File: src/rtl/control_multicycle_pkg.sv
// Shared control definitions for the multicycle RISC-V style controller:
// opcode constants, FSM state encoding, datapath selector encodings and
// the instruction classes produced by the opcode classifier.
package control_multicycle_pkg;

    // Major opcodes (instruction bits [6:0])
    localparam logic [6:0] OPC_LOAD      = 7'b000_0011;
    localparam logic [6:0] OPC_OP_IMM    = 7'b001_0011;
    localparam logic [6:0] OPC_AUIPC     = 7'b001_0111;
    localparam logic [6:0] OPC_OP_IMM_32 = 7'b001_1011;
    localparam logic [6:0] OPC_STORE     = 7'b010_0011;
    localparam logic [6:0] OPC_OP        = 7'b011_0011;
    localparam logic [6:0] OPC_LUI       = 7'b011_0111;
    localparam logic [6:0] OPC_OP_32     = 7'b011_1011;
    localparam logic [6:0] OPC_BRANCH    = 7'b110_0011;
    localparam logic [6:0] OPC_JALR      = 7'b110_0111;
    localparam logic [6:0] OPC_JAL       = 7'b110_1111;

    // FSM states; the encoding is visible on the debug state output
    typedef enum logic [2:0] {
        ST_FETCH     = 3'd0,
        ST_DECODE    = 3'd1,
        ST_EXECUTE   = 3'd2,
        ST_MEMORY    = 3'd3,
        ST_WRITEBACK = 3'd4,
        ST_FAULT     = 3'd5
    } state_t;

    // Register file write-data source
    typedef enum logic [2:0] {
        M2R_ALU  = 3'd0,
        M2R_MEM  = 3'd1,
        M2R_OP32 = 3'd2,
        M2R_LUI  = 3'd3,
        M2R_PC4  = 3'd4
    } mem_to_reg_t;

    // ALU operation class; OP means "decode funct3/funct7 in the ALU"
    typedef enum logic [1:0] {
        ALU_ADD    = 2'd0,
        ALU_SUB    = 2'd1,
        ALU_OP     = 2'd2,
        ALU_BRANCH = 2'd3
    } alu_op_t;

    // ALU operand A source; old_pc is the pc of the instruction in flight
    typedef enum logic [1:0] {
        SRC_A_RS1    = 2'd0,
        SRC_A_PC     = 2'd1,
        SRC_A_OLD_PC = 2'd2
    } src_a_t;

    // ALU operand B source
    typedef enum logic [1:0] {
        SRC_B_RS2  = 2'd0,
        SRC_B_IMM  = 2'd1,
        SRC_B_FOUR = 2'd2
    } src_b_t;

    // Instruction classes that steer the FSM
    typedef enum logic [3:0] {
        CLS_ILLEGAL   = 4'd0,
        CLS_ALU_REG   = 4'd1,
        CLS_ALU_IMM   = 4'd2,
        CLS_ALU_REG32 = 4'd3,
        CLS_ALU_IMM32 = 4'd4,
        CLS_LOAD      = 4'd5,
        CLS_STORE     = 4'd6,
        CLS_AUIPC     = 4'd7,
        CLS_LUI       = 4'd8,
        CLS_BRANCH    = 4'd9,
        CLS_JAL       = 4'd10,
        CLS_JALR      = 4'd11
    } inst_class_t;

    // True for the 32-bit word forms that only exist on RV64
    function automatic logic is_word_form(inst_class_t cls);
        return (cls == CLS_ALU_REG32) || (cls == CLS_ALU_IMM32);
    endfunction

    // True for classes that finish in EXECUTE (control transfers)
    function automatic logic is_jump_class(inst_class_t cls);
        return (cls == CLS_BRANCH) || (cls == CLS_JAL) || (cls == CLS_JALR);
    endfunction

endpackage

File: src/rtl/control_opcode_class.sv
// Combinational opcode classifier: maps a 7-bit major opcode to an
// instruction class and a legal flag. The word forms (OP_32, OP_IMM_32)
// are only legal on a 64-bit machine.
module control_opcode_class
    import control_multicycle_pkg::*;
#(
    parameter int XLEN = 64
) (
    input  logic [6:0]  opcode,
    output inst_class_t inst_class,
    output logic        legal
);

    localparam logic HAS_WORD_OPS = (XLEN == 64);

    // Opcode to class lookup; anything unlisted is illegal
    always_comb begin
        inst_class = CLS_ILLEGAL;
        case (opcode)
            OPC_LOAD:      inst_class = CLS_LOAD;
            OPC_OP_IMM:    inst_class = CLS_ALU_IMM;
            OPC_AUIPC:     inst_class = CLS_AUIPC;
            OPC_OP_IMM_32: inst_class = HAS_WORD_OPS ? CLS_ALU_IMM32 : CLS_ILLEGAL;
            OPC_STORE:     inst_class = CLS_STORE;
            OPC_OP:        inst_class = CLS_ALU_REG;
            OPC_LUI:       inst_class = CLS_LUI;
            OPC_OP_32:     inst_class = HAS_WORD_OPS ? CLS_ALU_REG32 : CLS_ILLEGAL;
            OPC_BRANCH:    inst_class = CLS_BRANCH;
            OPC_JALR:      inst_class = CLS_JALR;
            OPC_JAL:       inst_class = CLS_JAL;
            default:       inst_class = CLS_ILLEGAL;
        endcase
    end

    assign legal = (inst_class != CLS_ILLEGAL);

endmodule

File: src/rtl/control_multicycle.sv
// Multicycle controller FSM: FETCH -> DECODE -> EXECUTE -> [MEMORY] ->
// [WRITEBACK], with a sticky FAULT state for illegal opcodes and memory
// timeouts. Control outputs are decoded from the state register and the
// opcode latched in DECODE; the only inputs that feed outputs directly are
// the memory handshake (to strobe the cycle it completes) and the branch
// comparison in EXECUTE.
module control_multicycle
    import control_multicycle_pkg::*;
#(
    parameter int          XLEN        = 64,
    parameter int unsigned MEM_TIMEOUT = 0
) (
    input  logic       clock,
    input  logic       reset,
    input  logic [6:0] inst_opcode,
    input  logic       mem_ready,
    input  logic       branch_taken,
    output logic       inst_mem_read_en,
    output logic       ir_write_en,
    output logic       pc_write_en,
    output logic       data_mem_read_en,
    output logic       data_mem_write_en,
    output logic       regfile_write_en,
    output logic [2:0] mem_to_reg_sel,
    output logic [1:0] alu_op,
    output logic [1:0] alu_src_a_sel,
    output logic [1:0] alu_src_b_sel,
    output logic       inst_retired,
    output logic       fault,
    output logic [2:0] state
);

    // Wide enough to count up to MEM_TIMEOUT-1; one bit when disabled
    localparam int WAIT_W = (MEM_TIMEOUT > 1) ? $clog2(MEM_TIMEOUT + 1) : 1;

    state_t            state_reg;
    logic [6:0]        opcode_reg;
    logic [WAIT_W-1:0] wait_cnt_reg;
    // Low from reset until the first clock edge after reset releases, so no
    // fetch is requested while reset is held.
    logic              run_reg;

    logic [6:0]        class_opcode;
    inst_class_t       inst_class;
    logic              legal;
    logic              timeout_hit;

    // In DECODE classify the incoming IR opcode (it is being latched this
    // cycle); afterwards classify the latched copy.
    assign class_opcode = (state_reg == ST_DECODE) ? inst_opcode : opcode_reg;

    control_opcode_class #(
        .XLEN (XLEN)
    ) u_opcode_class (
        .opcode     (class_opcode),
        .inst_class (inst_class),
        .legal      (legal)
    );

    // Fires on the last tolerated cycle of a memory wait
    assign timeout_hit = (MEM_TIMEOUT != 0) && !mem_ready &&
                         (32'(wait_cnt_reg) == (MEM_TIMEOUT - 1));

    // State, opcode latch and wait counter; the counter restarts at zero on
    // every state change and only counts consecutive not-ready cycles.
    always_ff @(posedge clock or posedge reset) begin
        if (reset) begin
            state_reg    <= ST_FETCH;
            opcode_reg   <= '0;
            wait_cnt_reg <= '0;
            run_reg      <= 1'b0;
        end else begin
            run_reg      <= 1'b1;
            wait_cnt_reg <= '0;
            case (state_reg)
                ST_FETCH: begin
                    if (run_reg) begin
                        if (mem_ready) begin
                            state_reg <= ST_DECODE;
                        end else if (timeout_hit) begin
                            state_reg <= ST_FAULT;
                        end else if (MEM_TIMEOUT != 0) begin
                            wait_cnt_reg <= wait_cnt_reg + 1'b1;
                        end
                    end
                end
                ST_DECODE: begin
                    opcode_reg <= inst_opcode;
                    state_reg  <= legal ? ST_EXECUTE : ST_FAULT;
                end
                ST_EXECUTE: begin
                    if ((inst_class == CLS_LOAD) || (inst_class == CLS_STORE)) begin
                        state_reg <= ST_MEMORY;
                    end else if (is_jump_class(inst_class)) begin
                        state_reg <= ST_FETCH;
                    end else begin
                        state_reg <= ST_WRITEBACK;
                    end
                end
                ST_MEMORY: begin
                    if (mem_ready) begin
                        state_reg <= (inst_class == CLS_LOAD) ? ST_WRITEBACK : ST_FETCH;
                    end else if (timeout_hit) begin
                        state_reg <= ST_FAULT;
                    end else if (MEM_TIMEOUT != 0) begin
                        wait_cnt_reg <= wait_cnt_reg + 1'b1;
                    end
                end
                ST_WRITEBACK: state_reg <= ST_FETCH;
                ST_FAULT:     state_reg <= ST_FAULT;
                default:      state_reg <= ST_FAULT;
            endcase
        end
    end

    // Output decode from state and instruction class; everything defaults to
    // idle so FAULT and the post-reset idle cycle drive no enables.
    always_comb begin
        inst_mem_read_en  = 1'b0;
        ir_write_en       = 1'b0;
        pc_write_en       = 1'b0;
        data_mem_read_en  = 1'b0;
        data_mem_write_en = 1'b0;
        regfile_write_en  = 1'b0;
        mem_to_reg_sel    = M2R_ALU;
        alu_op            = ALU_ADD;
        alu_src_a_sel     = SRC_A_RS1;
        alu_src_b_sel     = SRC_B_RS2;
        inst_retired      = 1'b0;
        fault             = 1'b0;
        case (state_reg)
            ST_FETCH: begin
                // pc <= pc + 4 and IR load happen on the cycle memory answers
                alu_src_a_sel = SRC_A_PC;
                alu_src_b_sel = SRC_B_FOUR;
                if (run_reg) begin
                    inst_mem_read_en = 1'b1;
                    ir_write_en      = mem_ready;
                    pc_write_en      = mem_ready;
                end
            end
            ST_DECODE: begin
                // Speculative branch/jump target old_pc + imm
                alu_src_a_sel = SRC_A_OLD_PC;
                alu_src_b_sel = SRC_B_IMM;
            end
            ST_EXECUTE: begin
                case (inst_class)
                    CLS_ALU_REG, CLS_ALU_REG32: begin
                        alu_op        = ALU_OP;
                        alu_src_b_sel = SRC_B_RS2;
                    end
                    CLS_ALU_IMM, CLS_ALU_IMM32: begin
                        alu_op        = ALU_OP;
                        alu_src_b_sel = SRC_B_IMM;
                    end
                    CLS_LOAD, CLS_STORE: begin
                        alu_src_b_sel = SRC_B_IMM;
                    end
                    CLS_AUIPC: begin
                        alu_src_a_sel = SRC_A_OLD_PC;
                        alu_src_b_sel = SRC_B_IMM;
                    end
                    CLS_LUI: begin
                        alu_src_b_sel = SRC_B_IMM;
                    end
                    CLS_BRANCH: begin
                        alu_op       = ALU_BRANCH;
                        pc_write_en  = branch_taken;
                        inst_retired = 1'b1;
                    end
                    CLS_JAL: begin
                        alu_src_a_sel    = SRC_A_OLD_PC;
                        alu_src_b_sel    = SRC_B_IMM;
                        pc_write_en      = 1'b1;
                        regfile_write_en = 1'b1;
                        mem_to_reg_sel   = M2R_PC4;
                        inst_retired     = 1'b1;
                    end
                    CLS_JALR: begin
                        alu_src_b_sel    = SRC_B_IMM;
                        pc_write_en      = 1'b1;
                        regfile_write_en = 1'b1;
                        mem_to_reg_sel   = M2R_PC4;
                        inst_retired     = 1'b1;
                    end
                    default: ;
                endcase
            end
            ST_MEMORY: begin
                // Keep the address selection stable for the whole access
                alu_src_b_sel     = SRC_B_IMM;
                data_mem_read_en  = (inst_class == CLS_LOAD);
                data_mem_write_en = (inst_class == CLS_STORE);
                inst_retired      = (inst_class == CLS_STORE) && mem_ready;
            end
            ST_WRITEBACK: begin
                regfile_write_en = 1'b1;
                inst_retired     = 1'b1;
                if (inst_class == CLS_LOAD) begin
                    mem_to_reg_sel = M2R_MEM;
                end else if (is_word_form(inst_class)) begin
                    mem_to_reg_sel = M2R_OP32;
                end else if (inst_class == CLS_LUI) begin
                    mem_to_reg_sel = M2R_LUI;
                end else begin
                    mem_to_reg_sel = M2R_ALU;
                end
            end
            ST_FAULT: begin
                fault = 1'b1;
            end
            default: ;
        endcase
    end

    assign state = state_reg;

endmodule

File: config.mk
export PLATFORM = sky130hd
export DESIGN_NAME = control_multicycle
export DESIGN_NICKNAME = d
export VERILOG_FILES = /design/src/rtl/control_multicycle_pkg.sv /design/src/rtl/control_opcode_class.sv /design/src/rtl/control_multicycle.sv
export SDC_FILE = /design/constraint.sdc
export NUM_CORES = 1
export LEC_CHECK = 0
export CAP_MARGIN = 10
export CORE_UTILIZATION = 44
export CTS_BUF_LIST = sky130_fd_sc_hd__clkbuf_2
export DETAILED_ROUTE_END_ITERATION = 10
export PLACE_DENSITY = 0.78
export SYNTH_ARGS = -nofsm -noshare
export SYNTH_HDL_FRONTEND = slang
export SYNTH_SLANG_ARGS = --single-unit
File: constraint.sdc
create_clock -name clock -period 1.7 [get_ports clock]
set_input_delay 0.255 -clock clock [delete_from_list [all_inputs] [get_ports clock]]
set_output_delay 0.255 -clock clock [all_outputs]
set_load 0.01 [all_outputs]
Yosys cells after proc, flatten, opt, wreduce, memory -nomap -nowiden
Index checks and enable logic that the tools add are counted.
{"block": "word_totals", "out_inout_bits": 20, "elab_cells": 81, "register_bits": 11}
{"block": "op_classes", "n_eq_ne": 30, "reduce_logical": 14, "n_mux": 34}
{"cell": "one-hot mux 4 bit (11 select lines)", "count": 1}
{"cell": "equality test 7 x 6 -> 1 bit (second input constant)", "count": 4}
{"cell": "two-way mux 3 bit", "count": 8}
{"cell": "equality test 7 x 5 -> 1 bit (second input constant)", "count": 3}
{"cell": "equality test 7 bit (second input constant)", "count": 3}
{"cell": "equality test 4 x 3 -> 1 bit (second input constant)", "count": 4}
{"cell": "equality test 4 bit (second input constant)", "count": 4}
{"cell": "one-hot mux 3 bit (5 select lines)", "count": 1}
{"cell": "one-hot mux 2 bit (3 select lines)", "count": 2}
{"cell": "two-way mux 1 bit", "count": 10}
{"cell": "two-way mux 2 bit", "count": 5}
{"cell": "equality test 4 x 2 -> 1 bit (second input constant)", "count": 2}
{"cell": "OR reduction 8 bit", "count": 1}
{"cell": "equality test 7 x 2 -> 1 bit (second input constant)", "count": 1}
{"cell": "two-way mux 7 bit", "count": 1}
{"cell": "equality test 3 x 2 -> 1 bit (second input constant)", "count": 2}
{"cell": "equality test 3 bit (second input constant)", "count": 2}
{"cell": "!= test 2 bit (second input constant)", "count": 3}
{"cell": "one-hot mux 1 bit (2 select lines)", "count": 3}
{"cell": "one-hot mux 3 bit (2 select lines)", "count": 1}
{"cell": "OR reduction 2 bit", "count": 3}
{"cell": "equality test 4 x 1 -> 1 bit (second input constant)", "count": 1}
{"cell": "logical OR 1 bit", "count": 4}
{"cell": "one-hot mux 2 bit (2 select lines)", "count": 1}
{"cell": "8 further kinds", "count": 8}

Longest topological paths before layout
{"block": "logic_depth", "word_depth": 10, "mapped_depth": 7}

By module
Synthesis repeated with hierarchy kept, for this count alone.
{"block": "unflattened", "cells_unflattened": 123, "area_unflattened_um2": 1047.3}
{"module": "control_multicycle", "cells_per_inst": 90, "instances": 1, "seq_area_each_um2": 275.3, "area_each_um2": 835.8}
{"module": "control_opcode_class", "cells_per_inst": 33, "instances": 1, "seq_area_each_um2": 0.0, "area_each_um2": 211.5}

Least setup slack after synthesis
OpenSTA, ideal clock, no wires.
{"block": "synth_timing", "path_type": "reg-to-output", "from": "register state_reg[1], in the netlist state[1]", "to": "output port inst_retired", "t_required_ns": 1.445, "t_arrival_ns": 1.805, "stages_incl_launch_ff": 8, "setup_slack_ns": -0.360, "path_cell_list": "dfrtp_1 -> or3b_4 -> buf_6 -> nor3_4 -> a2bb2oi_2 -> nor3b_2 -> nand2_1 -> o21ai_1"}
{"block": "synth_via", "elab_chain_cells": 8, "elab_cells_between_ends": 25}
{"item": "start: declaration", "line": "control_multicycle.sv:36", "source": "state_t state_reg;"}
{"item": "start signal: assignment", "line": "control_multicycle.sv:89", "source": "state_reg <= legal ? ST_EXECUTE : ST_FAULT;"}
{"item": "start signal: assignment", "line": "control_multicycle.sv:102", "source": "state_reg <= (inst_class == CLS_LOAD) ? ST_WRITEBACK : ST_FETCH;"}
{"item": "equality test 3 x 1 -> 1 bit", "line": "control_multicycle.sv:50", "source": "assign class_opcode = (state_reg == ST_DECODE) ? inst_opcode : opcode_reg;"}
{"item": "two-way mux 7 bit"}
{"item": "equality test 7 bit, or another cell as far along", "line": "control_opcode_class.sv:19", "source": "case (opcode)"}
{"item": "one-hot mux 4 bit (11 select lines)", "line": "control_opcode_class.sv:19"}
{"item": "equality test 4 bit", "line": "control_multicycle.sv:148", "source": "case (inst_class)"}
{"item": "OR reduction 3 bit (no line)"}
{"item": "two-way mux 1 bit", "line": "control_multicycle.sv:148"}
{"item": "one-hot mux 1 bit (3 select lines) (*)", "line": "control_multicycle.sv:131", "source": "case (state_reg)"}
{"item": "end: declaration", "line": "control_multicycle.sv:28", "source": "output logic inst_retired,"}
Mark *: on every way between the ends. The rest lies on a longest branch, timed or not.

Worst setup path in the final report
{"block": "layout_timing", "from": "register state_reg[2], in the netlist state[2]", "to": "output port alu_src_b_sel[0]"}
{"block": "layout_via", "elab_chain_cells": 8, "elab_cells_between_ends": 29}
{"item": "equality test 3 x 1 -> 1 bit", "line": "control_multicycle.sv:50, control_multicycle.sv:131"}
{"item": "two-way mux 7 bit"}
{"item": "equality test 7 bit, or another cell as far along", "line": "control_opcode_class.sv:19"}
{"item": "one-hot mux 4 bit (11 select lines)", "line": "control_opcode_class.sv:19"}
{"item": "equality test 4 bit, or another cell as far along", "line": "control_multicycle.sv:148"}
{"item": "OR reduction 8 bit (no line)"}
{"item": "two-way mux 1 bit", "line": "control_multicycle.sv:148"}
{"item": "one-hot mux 2 bit (3 select lines) (*)", "line": "control_multicycle.sv:131"}
{"item": "end: declaration", "line": "control_multicycle.sv:27", "source": "output logic [1:0] alu_src_b_sel,"}
Marks and branches as above.

==> flow_summary.yaml <==
status:
  status: "complete, but fails checks"
  violations: "negative setup slack"
clock_network:
  worstSkewPairLatency_ns: 0.27
  cts_root_buf: "clkbuf_2"
  clk_pin_slew_ns: 0.10
  cts_sinks: 11
  numCtsBuffers: 3
  h-tree-depth: 1
  clock_path_buffers: 2
  cts_tree: "done"
final_layout:
  final_core_util_pct: 90.2
  instances_no_fill: 257
  drive_gt1_share_pct: 51.1
  seq_area_um2: 278
  largest_reg_flops: 7
  area_growth_pct: 91.7
  fin_nets: 241
  fin_area_mm2: 0.00201
  fill_cells: 89
  multi_input_area_um2: 910
  diodes: 0
logic_synthesis:
  yosys.cell_count.top_type: "nand2_1"
  ys_seq_area_share_pct: 26.2
  synth-edff-count: 0
  syn-cell-area_mm2: 0.00105
  synth_top_flop_cell: "dfrtp_1"
  synth_common_cells: "34 x nand2_1, 12 x nor2_1, 11 x dfrtp_1"
  synth-seq-cells: 11
  syn_nets: 155
  async_reset_ff_share_pct: 100
  synth_cells: 144
  yosysTopAreaCell: "dfrtp_1"
  synthesis.area_per_instance_um2: 7.30
  yosys_warnings: 0
  synth_area_leaders: "dfrtp_1 26%, nand2_1 12%, nor2_1 4.3%, nand4_1 4.2%, nor2b_1 3.6%"
  yosysUniqueCellTypes: 44
  synth.top_cell.area_share_pct: 26.2
placed_design:
  dp_hpwl_um: 2700
  io_buffer_count: 30
  gp_congestion: 0.922
  dp_cells: 238
  place_area_mm2: 0.00173
global_route:
  grt.overflow.total: 0
  grt_pass1_wl_um: 7600
  track_usage_pct: 41.1
  grt_max_degree: 15
  antenna_found_initial: 0
  grt_pass1_vias: 1587
critical_path:
  crit_fanout: 5
  arrival_ns: 2.17
  critPathRequiredTime_ns: 1.44
  critPathLaunchType: "flip-flop"
  r2r_cells: 9
  critPathKind: "flip-flop to output pin"
  critPathCaptureType: "output pin"
  r2r_slack_ns: -0.60
  r2r_start: "state[2]$_DFFE_PP0P_"
  reg2reg_to: "state[1]$_DFFE_PP0P_"
routing:
  vias: 1663
  drtIter0Drc: 105
  drc_errors: 0
  wl_per_cell_um: 21.8
  drtAntennaViolNets: 0
  drt_first_pass_iters: 5
  drt-total-wl_um: 5590
  vias_per_cell: 6.47
floorplanning:
  rows: 17
  ios: 31
  core_mm2: 0.00223
  initial_core_util_pct: 47.1
  dieArea_mm2: 0.00259
  fp.dieW_um: 50.9
  die_height_um: 50.9
timing:
  setup_violations: 19
  fmaxAchievable_ghz: 0.412
  finalCritPeriodShare_pct: 143
  setup_ws_ns: -0.728
  report.final.slew_viol_count: 0
  whs_ns: 0.249
  min_period_ns: 2.43
  finalHoldViolations: 0
  worst_clock_skew_ns: 0.00393
  rsz0062_at_grt: "yes"
power_and_ir_drop:
  p_per_area_mw_per_mm2: 245
  peakVddDrop_mv: 0.392
  total_power_mw: 0.494
  power.leakage_nw: 0.890
job:
  max_cap_violations: 0
worst_hold_path:
  holdCritPathClass: "primary input to asynchronous set/reset pin"
==> routing by layer <==
layer / share of wire, % / vias up / track usage, % / wire length [µm]
met4: 7.7 / 0 / 27.8 / 432
met5: 0 / - / 0 / 0
met2: 46 / 161 / 68.9 / 2580
met3: 12 / 52 / 8.04 / 659
li1: - / 683 / - / -
met1: 34 / 767 / 47.2 / 1920
==> worst max-delay path, cell delays in order (launching register included) <==
cell and delay [ns]:
dfrtp_2 0.46, or3b_4 0.49, buf_6 0.15, nor2_4 0.14
buf_6 0.12, a2bb2o_4 0.15, nor3_4 0.05, a211oi_2 0.18
buf_2 0.16
==> what timing repair did <==
item | in CTS | in global routing
pin swaps | 16 | 11
endpoints found under the setup margin | 20 | 23
setup buffers | 14 | 3
resized for setup | 108 | 19
hold buffers | 0 | 0
==> cells by family after synthesis <==
| logic type | share of synthesized area (%) |
|---|---|
| compound gates | 21.3 |
| buf+inv | 5.71 |
| flops | 26.2 |
| other cells | 0.357 |
| simple gates | 46.4 |
==> per-stage QoR <==
stage | setup slack [ns] | setup TNS (ns)
CTS | -0.632 | -7.67
floorplan | -0.231 | -1.51
detailed placement | -0.835 | -10.04
finish | -0.728 | -9.62
global placement | -0.868 | -9.83
global route | -0.770 | -10.35
==> where the power goes <==
group          switching (mW)  total, mW  internal, mW
registers             0.00156      0.264         0.263
clock network          0.0882      0.151        0.0624
logic                  0.0395     0.0790        0.0396
==> worst max path at each step <==
stage	from	to	slack (ns)	cells past startpoint
finish	state[2]$_DFFE_PP0P_	alu_src_b_sel[0]	-0.73	8
global route	state[2]$_DFFE_PP0P_	mem_to_reg_sel[1]	-0.77	7
CTS	state[1]$_DFFE_PP0P_	inst_retired	-0.63	8
detailed placement	inst_opcode[4]	mem_to_reg_sel[0]	-0.84	8
global placement	inst_opcode[4]	alu_src_b_sel[0]	-0.87	7
floorplan	state[2]$_DFFE_PP0P_	inst_retired	-0.23	7
==> placed cells by master (no fill, tap or decap), types with 3 or more instances in the layout <==
master	n
and2_1	4
buf_2	11
buf_4	43
buf_6	20
clkbuf_2	6
clkdlybuf4s50_1	10
dfrtp_1	9
inv_1	5
nand2_1	32
nand3_1	4
nand3b_1	3
nand4_1	7
nand4b_1	3
nor2_1	8
nor2b_1	3
nor3_4	3
o21ai_0	3
==> layout make-up <==
class,count,share of cell area [%]
Inverter,5,0.932
Multi-Input combinational cell,120,45.2
Timing Repair Buffer,89,37.4
Clock buffer,4,0.994
Sequential cell,11,13.8
Tap cell,28,1.74
(Power assumes the default switching activity.)
